--- src/rtl/mult_div_unit.sv ---
// Iterative multiply/divide unit: shift-add multiply and restoring divide, one bit per cycle,
// committing into private HI/LO registers; also services MTHI/MTLO writes while idle.
module mult_div_unit #(
   parameter int unsigned WIDTH = 32
) (
   input  logic             clk,
   input  logic             rst,
   input  logic             start_i,
   input  logic [1:0]       op_i,
   input  logic [WIDTH-1:0] rs_i,
   input  logic [WIDTH-1:0] rt_i,
   input  logic             hi_we_i,
   input  logic             lo_we_i,
   input  logic [WIDTH-1:0] wdata_i,
   input  logic             flush_i,
   output logic             busy_o,
   output logic             done_o,
   output logic [WIDTH-1:0] hi_o,
   output logic [WIDTH-1:0] lo_o
);

   localparam int unsigned CNT_W = (WIDTH > 1) ? $clog2(WIDTH) : 1;
   localparam int unsigned ACC_W = 2 * WIDTH;

   typedef enum logic [1:0] {
      S_IDLE = 2'd0,
      S_RUN  = 2'd1,
      S_FIN  = 2'd2
   } state_t;

   state_t           r_state;
   state_t           w_state_nxt;
   logic [CNT_W-1:0] r_cnt;
   logic             r_is_div;
   logic             r_neg_res;
   logic             r_neg_rem;
   logic             r_div0;
   logic [WIDTH-1:0] r_opb;
   logic [ACC_W-1:0] r_acc;
   logic [WIDTH-1:0] r_hi;
   logic [WIDTH-1:0] r_lo;
   logic             r_busy;
   logic             r_done;

   logic             w_launch;
   logic             w_step;
   logic             w_commit;
   logic             w_idle_wr;
   logic             w_last;

   logic             w_rs_neg;
   logic             w_rt_neg;
   logic [WIDTH-1:0] w_rs_mag;
   logic [WIDTH-1:0] w_rt_mag;

   logic [WIDTH:0]   w_mul_sum;
   logic [WIDTH:0]   w_div_sh;
   logic [WIDTH:0]   w_div_diff;
   logic [ACC_W-1:0] w_acc_nxt;

   logic [ACC_W-1:0] w_prod;
   logic [WIDTH-1:0] w_quot;
   logic [WIDTH-1:0] w_rem;
   logic [WIDTH-1:0] w_hi_res;
   logic [WIDTH-1:0] w_lo_res;

   assign w_last = (r_cnt == CNT_W'(WIDTH - 1));

   // State register
   always_ff @(posedge clk or negedge rst) begin
      if (!rst) begin
         r_state <= S_IDLE;
      end else begin
         r_state <= w_state_nxt;
      end
   end

   // Next-state logic; flush returns to idle from any active state
   always_comb begin
      w_state_nxt = r_state;
      case (r_state)
         S_IDLE: if (start_i && !flush_i) w_state_nxt = S_RUN;
         S_RUN: begin
            if (flush_i)     w_state_nxt = S_IDLE;
            else if (w_last) w_state_nxt = S_FIN;
         end
         S_FIN:   w_state_nxt = S_IDLE;
         default: w_state_nxt = S_IDLE;
      endcase
   end

   // Control strobes decoded from the current state
   always_comb begin
      w_launch  = 1'b0;
      w_step    = 1'b0;
      w_commit  = 1'b0;
      w_idle_wr = 1'b0;
      case (r_state)
         S_IDLE: begin
            w_launch  = start_i && !flush_i;
            w_idle_wr = 1'b1;
         end
         S_RUN:   w_step   = !flush_i;
         S_FIN:   w_commit = !flush_i;
         default: ;
      endcase
   end

   // Operand magnitudes for signed ops
   assign w_rs_neg = op_i[0] && rs_i[WIDTH-1];
   assign w_rt_neg = op_i[0] && rt_i[WIDTH-1];
   assign w_rs_mag = w_rs_neg ? (~rs_i + WIDTH'(1)) : rs_i;
   assign w_rt_mag = w_rt_neg ? (~rt_i + WIDTH'(1)) : rt_i;

   // One iteration: multiply adds into the upper half then shifts right;
   // divide shifts the partial remainder left and keeps the trial subtraction if it fits.
   assign w_mul_sum  = {1'b0, r_acc[ACC_W-1:WIDTH]} + (r_acc[0] ? {1'b0, r_opb} : '0);
   assign w_div_sh   = r_acc[ACC_W-1:WIDTH-1];
   assign w_div_diff = w_div_sh - {1'b0, r_opb};

   always_comb begin
      w_acc_nxt = r_acc;
      if (!r_is_div) begin
         w_acc_nxt = {w_mul_sum, r_acc[WIDTH-1:1]};
      end else if (!w_div_diff[WIDTH]) begin
         w_acc_nxt = {w_div_diff[WIDTH-1:0], r_acc[WIDTH-2:0], 1'b1};
      end else begin
         w_acc_nxt = {w_div_sh[WIDTH-1:0], r_acc[WIDTH-2:0], 1'b0};
      end
   end

   // Sign correction; a zero divisor yields an all-ones quotient, and the
   // remainder path already reproduces the original dividend in that case.
   assign w_prod   = r_neg_res ? (~r_acc + ACC_W'(1)) : r_acc;
   assign w_quot   = r_div0 ? '1 :
                     (r_neg_res ? (~r_acc[WIDTH-1:0] + WIDTH'(1)) : r_acc[WIDTH-1:0]);
   assign w_rem    = r_neg_rem ? (~r_acc[ACC_W-1:WIDTH] + WIDTH'(1)) : r_acc[ACC_W-1:WIDTH];
   assign w_hi_res = r_is_div ? w_rem  : w_prod[ACC_W-1:WIDTH];
   assign w_lo_res = r_is_div ? w_quot : w_prod[WIDTH-1:0];

   // Datapath and architected registers
   always_ff @(posedge clk or negedge rst) begin
      if (!rst) begin
         r_cnt     <= '0;
         r_is_div  <= 1'b0;
         r_neg_res <= 1'b0;
         r_neg_rem <= 1'b0;
         r_div0    <= 1'b0;
         r_opb     <= '0;
         r_acc     <= '0;
         r_hi      <= '0;
         r_lo      <= '0;
         r_busy    <= 1'b0;
         r_done    <= 1'b0;
      end else begin
         if (w_launch) begin
            r_cnt     <= '0;
            r_is_div  <= op_i[1];
            r_neg_res <= w_rs_neg ^ w_rt_neg;
            r_neg_rem <= op_i[1] && w_rs_neg;
            r_div0    <= op_i[1] && (rt_i == '0);
            r_opb     <= op_i[1] ? w_rt_mag : w_rs_mag;
            r_acc     <= {WIDTH'(0), (op_i[1] ? w_rs_mag : w_rt_mag)};
         end else if (w_step) begin
            r_cnt <= r_cnt + CNT_W'(1);
            r_acc <= w_acc_nxt;
         end

         if (w_commit) begin
            r_hi <= w_hi_res;
            r_lo <= w_lo_res;
         end else if (w_idle_wr) begin
            if (hi_we_i) r_hi <= wdata_i;
            if (lo_we_i) r_lo <= wdata_i;
         end

         r_busy <= (w_state_nxt != S_IDLE);
         r_done <= w_commit;
      end
   end

   assign busy_o = r_busy;
   assign done_o = r_done;
   assign hi_o   = r_hi;
   assign lo_o   = r_lo;

endmodule

--- config.mk ---
export PLATFORM = sky130hd
export DESIGN_NAME = mult_div_unit
export DESIGN_NICKNAME = d
export VERILOG_FILES = /design/src/rtl/mult_div_unit.sv
export SDC_FILE = /design/constraint.sdc
export NUM_CORES = 1
export LEC_CHECK = 0
export ABC_AREA = 1
export CORE_ASPECT_RATIO = 0.6
export CORE_MARGIN = 3
export CORE_UTILIZATION = 45
export CTS_BUF_LIST = sky130_fd_sc_hd__clkbuf_2 sky130_fd_sc_hd__clkbuf_4 sky130_fd_sc_hd__clkbuf_8
export CTS_CLUSTER_DIAMETER = 40
export CTS_CLUSTER_SIZE = 30
export DETAILED_ROUTE_END_ITERATION = 10
export HOLD_SLACK_MARGIN = 0.02
export PLACE_DENSITY = 0.72
export SETUP_SLACK_MARGIN = 0.3
export SKIP_LAST_GASP = 1
export SYNTH_ARGS = -nofsm -noshare
export SYNTH_HDL_FRONTEND = slang
export SYNTH_SLANG_ARGS = --single-unit
export TNS_END_PERCENT = 10
--- constraint.sdc ---
create_clock -name clk -period 2.4 [get_ports clk]
set_input_delay 0.48 -clock clk [delete_from_list [all_inputs] [get_ports clk]]
set_output_delay 0.48 -clock clk [all_outputs]
set_load 0.05 [all_outputs]
==> results.rst <==
.. list-table::
   :header-rows: 1

   * - Metric
     - Value
   * - Outcome
     - complete, but fails checks
   * - Failing checks
     - setup timing
   * - Via count of the first global-routing pass
     - 21,100
   * - Number of flops mapped to enable cells by yosys
     - 0
   * - Post-detailed-placement cell area
     - 24,300 sq um
   * - Final RePlAce weighted congestion
     - 1.05
   * - Async set-or-reset flop fraction in the synthesized netlist
     - 1.00
   * - Die X-Extent
     - approximately 270 microns
   * - Number of DRC violations after detailed-routing iteration 0
     - 3,097
   * - Switching power summed over all nets
     - between 15 and 20 mW
   * - Final critical path time including I/O delays and setup
     - 2580 ps
   * - Clk pin slew, worst setup/hold paths
     - around 130 ps
   * - Worst reg2reg startpoint
     - r_opb[3]$_DFFE_PN0P_
   * - Final Skew
     - approximately 32 ps
   * - Worst flop-to-flop path endpoint
     - r_acc[57]$_DFFE_PN0P_
   * - Maximum number of pins on one net before global-route repair
     - 54
   * - Clk Latency, worst-skew pair
     - 560 ps
   * - Share of layout cells above drive strength 1
     - 0.185
   * - Power, Total
     - 29.0 mW
   * - Master cell of the clock root buffer
     - sky130_fd_sc_hd__clkbuf_8
   * - Depth of the worst register-to-register path
     - 19
   * - Post-detailed-route count of antenna-violating nets
     - 0
   * - Final design area excluding fillers
     - between 20,000 and 30,000 sq um
   * - Setup slack of the critical path after layout
     - -182 ps
   * - CP Max Fanout
     - 3
   * - Crit share post-route
     - 1.08
   * - Count of endpoints failing setup in the final report
     - 43
   * - Total of buffers placed on input and output ports
     - 169
   * - Count of pins over their slew limit
     - 0
   * - Synthesized area per cell
     - 5.71 sq um
   * - Number of iterations in the first detailed-routing pass
     - 7
   * - Category of the worst setup path launch point
     - flop
   * - Grt total ovfl
     - 0
   * - Worst supply voltage drop on vdd
     - around 0.7 mV
   * - Post-route DRC violation count
     - 0
   * - Slew HR
     - 0.587
   * - Global-route wire length before repair
     - 128,000 microns
   * - Filler cell count in the final layout
     - 3,962
   * - Fmax
     - 387 MHz
   * - Cell variety after synth
     - 53
   * - Placeable core region
     - 40,700 sq um
   * - Vertical die dimension
     - 164 microns
   * - Routed WL per cell
     - 19.7 microns
   * - Cell Count Post-Placement
     - 4,343
   * - Worst setup path category
     - reg2reg
   * - Clock Power Share
     - 0.081
   * - Number of antenna violations at the first check in global routing
     - 1
   * - Final core occ
     - 0.632
   * - Setup repair after global routing missed its margin
     - true
   * - Transition time at the pin with the least slew margin
     - 619 ps
   * - Number of nets produced by synthesis
     - 3,442
   * - Logic pwr share
     - 0.755
   * - Number of standard cells in the final layout excluding fillers
     - 4,408
   * - Worst Path Required
     - 2840 ps
   * - Number of top-level pins
     - 170
   * - Setup slack on the worst flop-to-flop path
     - -180 ps
   * - Number of buffers added by the clock tree synthesis step
     - 17
   * - Rows
     - 57
   * - Starting density of the core
     - 0.458
   * - Classification of the worst-slack hold path
     - in2async
   * - Gate count after technology mapping
     - 3,266
   * - Sum of net half-perimeters after detailed placement
     - 71,400 microns
   * - H-tree lvl count
     - 4
   * - Max clock buf depth
     - 2
   * - Sum of negative setup slack
     - -4220 ps
   * - Mapped cell area
     - approximately 19,000 sq um
   * - Internal power
     - 13.1 mW
   * - Die Area
     - 44,000 sq um
   * - Leakage dissipation
     - 13.5 nW
   * - Drt via density
     - around 5.4
   * - Sequential cell fraction of total power
     - 0.164
   * - Routed vias
     - 23,900
   * - TritonCTS Sinks
     - 173
   * - Clock tree from TritonCTS
     - yes
   * - Nets
     - approximately 4,000
   * - Layout-stage area growth over the synthesis result
     - 37.9%
   * - Power per Cell Area
     - roughly 1100 nW/um^2
   * - Crit end category
     - flop
   * - Total global-route track usage
     - 0.390
   * - Worst Path Arrival
     - 3020 ps
   * - Final hold viol count
     - 0
   * - Max-cap violations
     - 0
   * - Fraction of the yosys area taken by sequential cells
     - 0.232
   * - Routed wire length
     - 87,000 microns
   * - Count of state elements after synthesis
     - approximately 170
   * - Main synth FF type
     - sky130_fd_sc_hd__dfrtp_1
   * - Sw Ratio
     - 0.547
   * - Number of warnings issued by yosys
     - 0
-- cells in the mapped netlist, drive strengths merged (2+ instances only) --
| cell type | n | area share |
|---|---|---|
| buf | 41 | 0.013 |
| a21oi | 115 | 0.031 |
| or2 | 4 | 0.0013 |
| a21o | 6 | 0.0024 |
| o221ai | 5 | 0.0023 |
| ha | 70 | 0.047 |
| o21ai | 197 | 0.053 |
| o211ai | 41 | 0.016 |
| nor4 | 4 | 0.0013 |
| a22o | 2 | 0.00094 |
| xor2 | 51 | 0.024 |
| nor2 | 296 | 0.063 |
| nand3 | 300 | 0.081 |
| and2 | 11 | 0.0037 |
| nor3 | 44 | 0.013 |
| o22ai | 4 | 0.0013 |
| clkinv | 5 | 0.0010 |
| xnor2 | 23 | 0.011 |
| nand4 | 44 | 0.015 |
| dfrtp | 173 | 0.23 |
| o21bai | 20 | 0.0080 |
| clkbuf | 61 | 0.012 |
| a22oi | 16 | 0.0064 |
| inv | 492 | 0.099 |
| fa | 2 | 0.0021 |
| nand3b | 7 | 0.0028 |
| a31oi | 10 | 0.0034 |
| o31ai | 6 | 0.0024 |
| nand2 | 1208 | 0.25 |
-- cell usage in the layout, fill, tap and decap left out, types with 6 or more instances in the layout --
cell                              count
sky130_fd_sc_hd__a21o_1               6
sky130_fd_sc_hd__a21oi_1             98
sky130_fd_sc_hd__a21oi_2             16
sky130_fd_sc_hd__a22oi_1             16
sky130_fd_sc_hd__a31oi_1             10
sky130_fd_sc_hd__and2_1              11
sky130_fd_sc_hd__buf_12              24
sky130_fd_sc_hd__buf_4              451
sky130_fd_sc_hd__clkbuf_8            18
sky130_fd_sc_hd__clkdlybuf4s50_1    168
sky130_fd_sc_hd__clkinv_8             6
sky130_fd_sc_hd__dfrtp_1            147
sky130_fd_sc_hd__dfrtp_2             26
sky130_fd_sc_hd__ha_1                36
sky130_fd_sc_hd__ha_4                30
sky130_fd_sc_hd__inv_1              475
sky130_fd_sc_hd__inv_2               17
sky130_fd_sc_hd__nand2_1           1160
sky130_fd_sc_hd__nand2_2             42
sky130_fd_sc_hd__nand2_4              6
sky130_fd_sc_hd__nand3_1            290
sky130_fd_sc_hd__nand3_2              7
sky130_fd_sc_hd__nand3b_1             7
sky130_fd_sc_hd__nand4_1             44
sky130_fd_sc_hd__nor2_1             264
sky130_fd_sc_hd__nor2_2              22
sky130_fd_sc_hd__nor2_4              10
sky130_fd_sc_hd__nor3_1              38
sky130_fd_sc_hd__o211ai_1            41
sky130_fd_sc_hd__o21ai_0            185
sky130_fd_sc_hd__o21ai_1             10
sky130_fd_sc_hd__o21bai_1            20
sky130_fd_sc_hd__o31ai_1              6
sky130_fd_sc_hd__xnor2_1             23
sky130_fd_sc_hd__xor2_1              50
-- power by group through the flow --
| stage | registers [mW] | clock network (mW) | logic, mW |
|---|---|---|---|
| 2_1_floorplan | 5.03 | 0 | 10.5 |
| 3_3_place_gp | 4.66 | 0 | 19.5 |
| 3_5_place_dp | 4.66 | 0 | 19.5 |
| 4_1_cts | 4.63 | 2.35 | 20.4 |
| 5_1_grt | 4.77 | 2.46 | 23.5 |
| 6_report | 4.75 | 2.36 | 21.9 |
-- critical path, stage by stage (launching register included) --
cell	delay, ps
sky130_fd_sc_hd__dfrtp_2	480
sky130_fd_sc_hd__inv_2	100
sky130_fd_sc_hd__ha_1	340
sky130_fd_sc_hd__buf_4	140
sky130_fd_sc_hd__nand2_1	90
sky130_fd_sc_hd__buf_4	150
sky130_fd_sc_hd__inv_1	80
sky130_fd_sc_hd__nand2_1	60
sky130_fd_sc_hd__nand2_1	50
sky130_fd_sc_hd__nand2_1	60
sky130_fd_sc_hd__nand3_1	190
sky130_fd_sc_hd__nand3_1	140
sky130_fd_sc_hd__nand2_1	100
sky130_fd_sc_hd__nand2_1	50
sky130_fd_sc_hd__nand2_1	120
sky130_fd_sc_hd__nand2_1	70
sky130_fd_sc_hd__nand2_1	50
sky130_fd_sc_hd__nand2_1	50
sky130_fd_sc_hd__nand2_1	90
sky130_fd_sc_hd__nand2_1	50
-- cell families (layout without fill, tap and decap cells) --
logic type,after synthesis,count (layout),share of synthesized area
AO/OA/AOI/OAI,429,429,0.131
adder cells (fa/ha/maj),72,72,0.0491
XOR/XNOR,74,74,0.0347
AND/OR/NAND/NOR,1919,1921,0.428
flip-flops,173,173,0.232
buffers and inverters,599,1177,0.125
other,0,2,0
-- registers in the layout, summed over array words and instances (netlist names) --
name / cells
r_opb: 32
r_is_div: 1
lo_o: 32
r_state: 2
r_neg_res: 1
hi_o: 32
busy_o: 1
done_o: 1
r_neg_rem: 1
r_cnt: 5
r_acc: 64
r_div0: 1
-- area by class of cell --
type                            count  area (sq um)  area share
Antenna cell                        2          5.00    0.000194
Clock buffer                       17           234     0.00909
Inverter                          497          1870      0.0725
Sequential cell                   173          4360       0.169
Timing Repair Buffer              648          5610       0.218
Clock inverter                     15           209     0.00812
Tap cell                          560           701      0.0272
Multi-Input combinational cell   2496         12800       0.496
-- what timing repair did --
| item | CTS | global route |
|---|---|---|
| setup endpoints to repair | 145 | 173 |
| hold endpoints to repair | 49 | 0 |
| gates resized for setup | 82 | 67 |
| hold buffers | 1 | 0 |
| gates cloned | 1 | 1 |
| setup buffers | 13 | 15 |
| pin swaps | 9 | 6 |
-- metal layers --
metal / track usage / vias up / wire [microns]
met5: 0 / - / 12
met4: 0.0879 / 2 / 1990
met3: 0.148 / 110 / 13400
met2: 0.501 / 1431 / 32100
met1: 0.599 / 10800 / 39500
li1: - / 11500 / -
-- per-stage QoR --
stage | hold WS [ps] | setup WS (ps)
after floorplan | 184 | 185
after global placement | 451 | -206
after detailed placement | 457 | -212
after CTS | 435 | -67.1
after global routing | 448 | -250
final | 438 | -182
-- worst max path at each step --
stage	startpoint	to	slack (ps)
global placement	r_opb[6]$_DFFE_PN0P_	r_acc[43]$_DFFE_PN0P_	-210
CTS	r_acc[0]$_DFFE_PN0P_	r_acc[57]$_DFFE_PN0P_	-70
floorplan	r_acc[0]$_DFFE_PN0P_	r_acc[61]$_DFFE_PN0P_	180
finish	r_opb[3]$_DFFE_PN0P_	r_acc[57]$_DFFE_PN0P_	-180
global route	r_acc[0]$_DFFE_PN0P_	hi_o[12]$_DFFE_PN0P_	-250
detailed placement	rs_i[0]	r_acc[31]$_DFFE_PN0P_	-210
No activity file was read; power rests on OpenSTA's default activity.
